### src/rtl/fifo_pkg.sv
// Shared constants for the dual-clock FIFO read side: default widths and
// skid-buffer occupancy encodings.
package fifo_pkg;
  localparam int DATA_WIDTH = 8;
  localparam int ADDR_WIDTH = 4;
  localparam int OCC_W      = 2;

  typedef logic [OCC_W-1:0] occ_t;

  localparam occ_t OCC_EMPTY = 2'd0;
  localparam occ_t OCC_ONE   = 2'd1;
  localparam occ_t OCC_TWO   = 2'd2;

  // Occupancy the buffer will have next cycle, widened so the issue check
  // can never wrap.
  function automatic logic [2:0] occ_after(input occ_t occ, input logic add,
                                           input logic sub);
    return {1'b0, occ} + {2'b0, add} - {2'b0, sub};
  endfunction
endpackage

### src/rtl/rd_skid_buf.sv
// Two-entry buffer absorbing the FIFO read latency; buf0 is always the head
// word and is presented directly downstream.
module rd_skid_buf
  import fifo_pkg::*;
#(
  parameter int Data_width = DATA_WIDTH
) (
  input  logic                  clk,
  input  logic                  rst,
  input  logic                  wr_valid,
  input  logic [Data_width-1:0] wr_data,
  input  logic                  rd_ready,
  output logic                  rd_valid,
  output logic [Data_width-1:0] rd_data,
  output occ_t                  occ
);
  logic [Data_width-1:0] buf0, buf1;
  logic [Data_width-1:0] buf0_n, buf1_n;
  occ_t                  occ_mid, occ_n;
  logic                  pop;

  assign rd_valid = (occ != OCC_EMPTY);
  assign rd_data  = buf0;
  assign pop      = rd_valid & rd_ready;

  always_comb begin
    buf0_n  = buf0;
    buf1_n  = buf1;
    occ_mid = occ - {1'b0, pop};
    occ_n   = occ_mid + {1'b0, wr_valid};
    if (pop)
      buf0_n = buf1;
    // The incoming word lands at the tail as seen after this cycle's pop.
    if (wr_valid) begin
      if (occ_mid == OCC_EMPTY)
        buf0_n = wr_data;
      else
        buf1_n = wr_data;
    end
  end

  always_ff @(posedge clk) begin
    if (!rst) begin
      occ  <= OCC_EMPTY;
      buf0 <= '0;
      buf1 <= '0;
    end else begin
      occ  <= occ_n;
      buf0 <= buf0_n;
      buf1 <= buf1_n;
    end
  end
endmodule

### src/rtl/fifo_rd_streamer.sv
// Read-side drain engine: pops the FIFO, buffers the one-cycle read latency
// and streams words downstream on valid/ready, counting delivered words.
module fifo_rd_streamer
  import fifo_pkg::*;
#(
  parameter int Data_width  = DATA_WIDTH,
  parameter int Count_width = 16
) (
  input  logic                   clk,
  input  logic                   rst,
  input  logic                   En,
  input  logic                   Fifo_empty,
  output logic                   Fifo_rd_en,
  input  logic [Data_width-1:0]  Fifo_rd_data,
  output logic                   Out_valid,
  input  logic                   Out_ready,
  output logic [Data_width-1:0]  Out_data,
  output logic [Count_width-1:0] Word_cnt
);
  occ_t occ;
  logic inflight;
  logic pop;

  assign pop = Out_valid & Out_ready;

  // Out_ready feeds the pop request combinationally so a draining buffer can
  // keep one word per clock flowing.
  assign Fifo_rd_en = rst & En & ~Fifo_empty &
                      (occ_after(occ, inflight, pop) < 3'd2);

  always_ff @(posedge clk) begin
    if (!rst) begin
      inflight <= 1'b0;
      Word_cnt <= '0;
    end else begin
      inflight <= Fifo_rd_en;
      if (pop)
        Word_cnt <= Word_cnt + {{(Count_width-1){1'b0}}, 1'b1};
    end
  end

  rd_skid_buf #(
    .Data_width (Data_width)
  ) u_buf (
    .clk      (clk),
    .rst      (rst),
    .wr_valid (inflight),
    .wr_data  (Fifo_rd_data),
    .rd_ready (Out_ready),
    .rd_valid (Out_valid),
    .rd_data  (Out_data),
    .occ      (occ)
  );
endmodule

### config.mk
export PLATFORM = sky130hd
export DESIGN_NAME = fifo_rd_streamer
export DESIGN_NICKNAME = d
export VERILOG_FILES = /design/src/rtl/fifo_pkg.sv /design/src/rtl/rd_skid_buf.sv /design/src/rtl/fifo_rd_streamer.sv
export SDC_FILE = /design/constraint.sdc
export NUM_CORES = 1
export LEC_CHECK = 0
export ABC_CLOCK_PERIOD_IN_PS = 2550
export CORE_UTILIZATION = 44
export CTS_CLUSTER_DIAMETER = 80
export DETAILED_ROUTE_END_ITERATION = 8
export HOLD_SLACK_MARGIN = 0.08
export PLACE_DENSITY = 0.75
export SETUP_SLACK_MARGIN = 0.02
export SYNTH_ARGS = -nofsm -noshare
export SYNTH_HDL_FRONTEND = slang
export SYNTH_HIERARCHICAL = 1
export SYNTH_SLANG_ARGS = --single-unit
### constraint.sdc
create_clock -name clk -period 2.55 [get_ports clk]
set_input_delay 0.51 -clock clk [delete_from_list [all_inputs] [get_ports clk]]
set_output_delay 0.51 -clock clk [all_outputs]
set_load 0.02 [all_outputs]
==> key figures, run 1 <==
STA
  • Final worst-path cycle share: 109%
  • Min cycle time layout: 2790 ps
  • Final WS setup: -238 ps
  • # setup viols final: 1
  • Final count of pins violating max slew: 0
  • Worst-margin pin slew: 650 ps
  • RSZ-0062 raised after global routing: yes
  • Final Hold Vio Count: 0
  • Max-Slew Margin vs Limit: 56.4%
  • Worst Skew: 3.30 ps
  • Achievable Freq: 359 MHz

Clocking
  • Worst-Skew Late Latency: 290 ps
  • Clock sink total: 35
  • Root buf cell: clkbuf_8
  • H-tree levels: 2
  • CTS tree: yes
  • Hold buffer count at CTS: 0
  • Clock Tree Buf Depth: 2
  • Number of buffers created by CTS: 5
  • CTS clk-pin slew, worst paths: 70 ps

Floorplan
  • Die height: 63.6 microns
  • Area of the core: 0.00366 sq mm
  • FP Rows: 22
  • I/O pins: 39
  • Die footprint: 0.00405 sq mm
  • Die W: 63.6 microns
  • Starting density of the core: 45.6%

Cells and area
  • N_diodes: 0
  • Fin nets: 252
  • Share of layout cells above drive strength 1: 16.9%
  • Syn-to-layout area delta: 36.9%
  • Design Area, Final: 0.00229 sq mm

Drt
  • Initial DRC count: 96
  • Detailed Route WL: 3610 microns
  • Routed len/inst: 12.7 microns
  • Routed Antenna Nets: 0
  • DRC Markers: 0
  • 1st-pass router iterations: 4
  • DR vias/cell: 5.06
  • Routed vias: 1,437

Hold path
  • Hold Path Class: register to register

Global route
  • GRT overflow: 0
  • Vias in the first global route: 1,457
  • Largest net degree at the start of global routing: 21
  • Total GRT Usage: 21.2%
  • Global-route wire length before repair: 6590 microns
  • Initial antenna violation count: 0

Pwr
  • Static Leak: 0.874 nW
  • VDD IR max: 0.000236 V
  • Pwr dens: 491 mW/mm^2

Critical path
  • Slowest cell delay on critical path: 490 ps
  • Worst Setup Path Type: register to output pin
  • CP arrival: 2280 ps
  • Delay-heaviest family, CP: simple AND/OR/NAND/NOR gates
  • Critical-path cell list: or2_4, nand2_4, inv_4, ha_4, nand2b_4, fa_1, nand2_2, nor4_4, buf_4
  • Worst path bufs/invs: 2
  • Startpoint Class: register
  • Slowest cell on the critical path: fa_1
  • Endpoint class of the critical path: output pin
  • Worst endpoint required time: 2040 ps
  • Crit path max fanout: 2

Status
  • Status: complete, but fails checks
  • Failing checks: setup timing

Synth
  • Post-synth top cells: nand2_1, dfxtp_1, nor2_1
  • Synthesized area per cell: 8.93 sq um
  • Mapped Area: 0.00167 sq mm
  • Post-synth EDFFs: 0
  • Cells after synthesis: 187
  • Synth warn: 6
  • Sequential-to-total area share from yosys stat: 41.9%
  • Synthesized Nets: 204
  • Synth Flop Type: dfxtp_1
  • Synth top area cells: dfxtp_1, nand2_1, a311oi_2
  • Async SR Flop Fraction: 0%
  • Post-synthesis cell type count: 39
  • FF+latch count, synth: 35
  • Synth area leader: dfxtp_1
  • Most frequent cell after synthesis: nand2_1
  • Synth top area share: 41.9%

Placed design
  • GP Congestion: 0.786
  • IO Port Bufs: 38
  • Pre-CTS WS: -1020 ps
  • Placed Area: 0.00218 sq mm
  • Hpwl dp: 2550 microns

Run
  • Max-Cap Viols: 0
[report_power, final]
part	leakage [nW]	internal, W	switching, W
logic	0.539	0.0000583	0.0000627
clock network	0.0515	0.000246	0.000194
registers	0.284	0.000556	0.00000565
[metal layers]
layer	wire length, microns	up-vias	track usage [%]
met2	1700	34	33.9
met5	0	-	0
met4	78	0	11.1
li1	-	745	-
met1	1690	651	26.4
met3	142	7	4.71
[cell type report]
class                           instances  area, sq um
Inverter                                5         21.3
Timing Repair Buffer                   49          455
Tap cell                               48         60.1
Sequential cell                        35          706
Fill cell                             318         1380
Clock buffer                            8          100
Multi-Input combinational cell        139          943
[final timing paths]
path,start,to,slack [ps],cells after the start
max,u_buf/occ[1],Fifo_rd_en,-240,9
min,u_buf/buf1[0],u_buf/buf1[0],470,2
max reg2reg,u_buf/occ[1],Word_cnt[15],630,7
min reg2reg,u_buf/buf1[0],u_buf/buf1[0],470,2
[worst reg2reg max path: stages, from the launching register on]
cell,delay [ps]
dfxtp_4,350
or2_4,120
nand2_4,50
buf_4,130
buf_4,130
or3b_1,420
or4_1,510
a21oi_1,140
[cells in the final DEF, fill, tap and decap left out, drive strengths merged, types with 2 or more instances in the layout]
cell / count
clkdlybuf4s50: 36
and4: 3
nor4: 2
or2: 2
and3: 2
dfxtp: 35
mux2i: 9
nor2: 11
nand4: 3
clkbuf: 9
xnor2: 3
xor2: 8
o21ai: 6
nand2b: 3
clkinv: 2
nand2: 43
nor2b: 2
a311oi: 8
buf: 12
or3: 4
inv: 3
nor3: 9
a21oi: 6
ha: 3
nand3: 5
[stage by stage]
stage	instances	hold WS [ps]	TNS, ps	total power [W]	util (%)
finish	284	466	-238	0.00112	62.4
floorplan	187	438	-42.3	0.000639	-
global placement	275	445	-959	0.000694	59.7
CTS	284	469	-258	0.00114	62.6
detailed placement	275	459	-1030	0.000695	59.7
global route	284	486	-344	0.00117	62.4
[registers in the layout, indices dropped and copies added, names as in the netlist]
signal,flops
Word_cnt,16
inflight,1
u_buf/buf1,8
u_buf/occ,2
u_buf/rd_data,8
[logic make-up after synthesis]
group,count (synthesis),synth area share (%)
AND/OR/NAND/NOR,92,26.7
flip-flops,35,41.9
AO/OA/AOI/OAI,23,12.8
buffers and inverters,13,3.97
XOR/XNOR,11,5.77
multiplexers,9,5.39
adder cells (fa/ha/maj),4,3.45
[timing repair]
| item | in CTS | in global routing |
|---|---|---|
| endpoints found under the setup margin | 1 | 1 |
| buffers inserted | 1 | 0 |
| pin swaps | 3 | 0 |
| cloned | 0 | 0 |
| gates resized for setup | 8 | 1 |
(Power assumes the default switching activity.)
==> run 2, diff against run 1 <==
--- a/config.mk
+++ b/config.mk
@@ -6,6 +6,7 @@
 export NUM_CORES = 1
 export LEC_CHECK = 0
 export ABC_CLOCK_PERIOD_IN_PS = 2550
+export CORE_MARGIN = 3
 export CORE_UTILIZATION = 44
 export CTS_CLUSTER_DIAMETER = 80
 export DETAILED_ROUTE_END_ITERATION = 8
==> key figures, run 2 (synthesized netlist as in run 1, its figures left out) <==
Cells and area
  • Max reg flops: 16 (unchanged)
  • Most common cell after layout, fill and taps aside: nand2_1 (unchanged)
  • Share of layout cells above drive strength 1: 16.6% (was 16.9%)
  • Syn-to-layout area delta: 36.3% (was 36.9%)
  • Most frequent cells in the layout: nand2_1, clkdlybuf4s50_1, dfxtp_1 (unchanged)
  • Fin nets: 252 (unchanged)
  • Largest register by flop count: Word_cnt (unchanged)
  • Design Area, Final: 0.00228 sq mm (was 0.00229 sq mm)
  • N_diodes: 0 (unchanged)

Drt
  • Initial DRC count: 68 (was 96)
  • Routed Antenna Nets: 0 (unchanged)
  • 1st-pass router iterations: 4 (unchanged)
  • Routed len/inst: 13.1 microns (was 12.7 microns)
  • Detailed Route WL: 3670 microns (was 3610 microns)
  • DR vias/cell: 5.13 (was 5.06)
  • Routed vias: 1,442 (was 1,437)
  • DRC Markers: 0 (unchanged)

Clocking
  • Hold buffer count at CTS: 0 (unchanged)
  • CTS clk-pin slew, worst paths: 70 ps (about the same)
  • CTS tree: yes (unchanged)
  • Clock Tree Buf Depth: 2 (unchanged)
  • H-tree levels: 2 (unchanged)
  • Number of buffers created by CTS: 5 (unchanged)
  • Root buf cell: clkbuf_8 (unchanged)
  • Worst-Skew Late Latency: 280 ps (was 290 ps)
  • Clock sink total: 35 (unchanged)

Pwr
  • Internal power: 0.000826 W (was 0.000860 W)
  • VDD IR max: 0.000307 V (was 0.000236 V)
  • Sw Ratio: 24.2% (was 23.4%)
  • Total power: 0.00109 W (was 0.00112 W)
  • Pwr dens: 479 mW/mm^2 (was 491 mW/mm^2)
  • Clock power share: 37.4% (was 39.2%)
  • Reg power frac: 51.5% (was 50.0%)
  • Comb power frac: 11.2% (was 10.8%)
  • Psw: 0.000263 W (was 0.000262 W)
  • Static Leak: 0.870 nW (was 0.874 nW)

Critical path
  • Worst endpoint required time: 2040 ps (about the same)
  • Endpoint class of the critical path: output pin (unchanged)
  • Slowest cell on the critical path: fa_1 (unchanged)
  • Slowest cell delay on critical path: 490 ps (about the same)
  • Startpoint Class: input port (was register)
  • Crit path max fanout: 6 (was 2)
  • CP arrival: 2290 ps (was 2280 ps)
  • Critical-path cell list: clkdlybuf4s15_1, nand2_4, inv_4, ha_4, nand2b_4, fa_1, nand2_2, nor4_4, buf_4 (was or2_4, nand2_4, inv_4, ha_4, nand2b_4, fa_1, nand2_2, nor4_4, buf_4)
  • Delay-heaviest family, CP: adder cells (was simple AND/OR/NAND/NOR gates)
  • Worst Setup Path Type: input port to output pin (was register to output pin)
  • Worst path bufs/invs: 3 (was 2)

Floorplan
  • Die W: 67.6 microns (was 63.6 microns)
  • FP Rows: 21 (was 22)
  • Starting density of the core: 47.8% (was 45.6%)
  • Area of the core: 0.00349 sq mm (was 0.00366 sq mm)
  • I/O pins: 39 (unchanged)
  • Die footprint: 0.00457 sq mm (was 0.00405 sq mm)
  • Die height: 67.6 microns (was 63.6 microns)

Global route
  • Initial antenna violation count: 0 (unchanged)
  • Global-route wire length before repair: 6240 microns (was 6590 microns)
  • Vias in the first global route: 1,409 (was 1,457)
  • GRT overflow: 0 (unchanged)
  • Largest net degree at the start of global routing: 21 (unchanged)
  • Total GRT Usage: 18.4% (was 21.2%)

STA
  • Total negative slack: -254 ps (was -238 ps)
  • Final WS setup: -254 ps (was -238 ps)
  • RSZ-0062 raised after global routing: yes (unchanged)
  • Min cycle time layout: 2800 ps (was 2790 ps)
  • Final count of pins violating max slew: 0 (unchanged)
  • Final Hold Vio Count: 0 (unchanged)
  • Final worst-path cycle share: 110% (was 109%)
  • Worst Skew: 1.76 ps (was 3.30 ps)
  • # setup viols final: 1 (unchanged)
  • Max-Slew Margin vs Limit: 57.9% (was 56.4%)
  • Worst-margin pin slew: 628 ps (was 650 ps)
  • WHS: 465 ps (was 466 ps)
  • Achievable Freq: 357 MHz (was 359 MHz)

Placed design
  • Hpwl dp: 2610 microns (was 2550 microns)
  • IO Port Bufs: 38 (unchanged)
  • GP Congestion: 0.756 (was 0.786)
  • Placed Area: 0.00218 sq mm (about the same)

Hold path
  • Hold Path Class: register to register (unchanged)

Status
  • Failing checks: setup timing (unchanged)
  • Status: complete, but fails checks (unchanged)

Run
  • Max-Cap Viols: 0 (unchanged)
[run 2: cell count changes in the layout (fill, tap and decap cells not counted)]
| cell | delta |
|---|---|
| clkinv_2 | +1 |
| clkbuf_1 | -1 |
| clkbuf_2 | -1 |
| clkdlybuf4s15_1 | +1 |
| clkbuf_8 | -1 |
[run 2: what timing repair did]
item / in CTS / in global routing
pin swaps: 3 / 0
setup buffers: 1 / 0
setup endpoints to repair: 1 / 1
gates resized for setup: 7 / 1
[run 2: area by class of cell]
class,count,area (sq um)
Multi-Input combinational cell,139,943
Inverter,5,21.3
Clock inverter,1,5.00
Sequential cell,35,706
Clock buffer,6,82.6
Fill cell,295,1220
Tap cell,46,57.6
Timing Repair Buffer,49,460
[run 2: worst paths after layout]
path	startpoint	depth (start not counted)	slack (ps)	end
max reg2reg	u_buf/occ[1]	7	650	Word_cnt[15]
min	u_buf/buf1[7]	2	460	u_buf/buf1[7]
min reg2reg	u_buf/buf1[7]	2	460	u_buf/buf1[7]
max	Out_ready	9	-250	Fifo_rd_en
[run 2: worst reg2reg max path: cells and delay by family, from the launching register on]
| family | cells | cell delay (ps) |
|---|---|---|
| compound gates | 1 | 150 |
| buf+inv | 2 | 270 |
| simple gates | 4 | 1080 |
| flops | 1 | 340 |
[run 2: power groups by stage]
stage	combinational [W]	clock, W	sequential (W)
final	0.000122	0.000407	0.000561
after global routing	0.000132	0.000441	0.000562
after CTS	0.000122	0.000417	0.000561
after detailed placement	0.000122	0	0.000573
after global placement	0.000121	0	0.000573
after floorplan	0.0000551	0	0.000584
[run 2: routing by layer]
layer	vias up	global-route usage, %	routed length (microns)
met1	662	25.1	1780
met4	0	7.34	40
met5	-	0	0
li1	744	-	-
met2	34	26.6	1680
met3	2	5.82	171
[run 2: through the flow]
step / cells / utilization [%] / worst slack, ps
floorplan: 187 / - / -42.3
global placement: 273 / 62.4 / -960
detailed placement: 273 / 62.4 / -1020
CTS: 281 / 65.1 / -262
global route: 281 / 65.1 / -373
finish: 281 / 65.1 / -254
==> run 3, diff against run 2 <==
--- a/config.mk
+++ b/config.mk
@@ -9,6 +9,7 @@
 export CORE_MARGIN = 3
 export CORE_UTILIZATION = 44
 export CTS_CLUSTER_DIAMETER = 80
+export CTS_CLUSTER_SIZE = 30
 export DETAILED_ROUTE_END_ITERATION = 8
 export HOLD_SLACK_MARGIN = 0.08
 export PLACE_DENSITY = 0.75
==> results of run 3 <==
The final DEF is identical to that of run 2; final timing and power are the same.
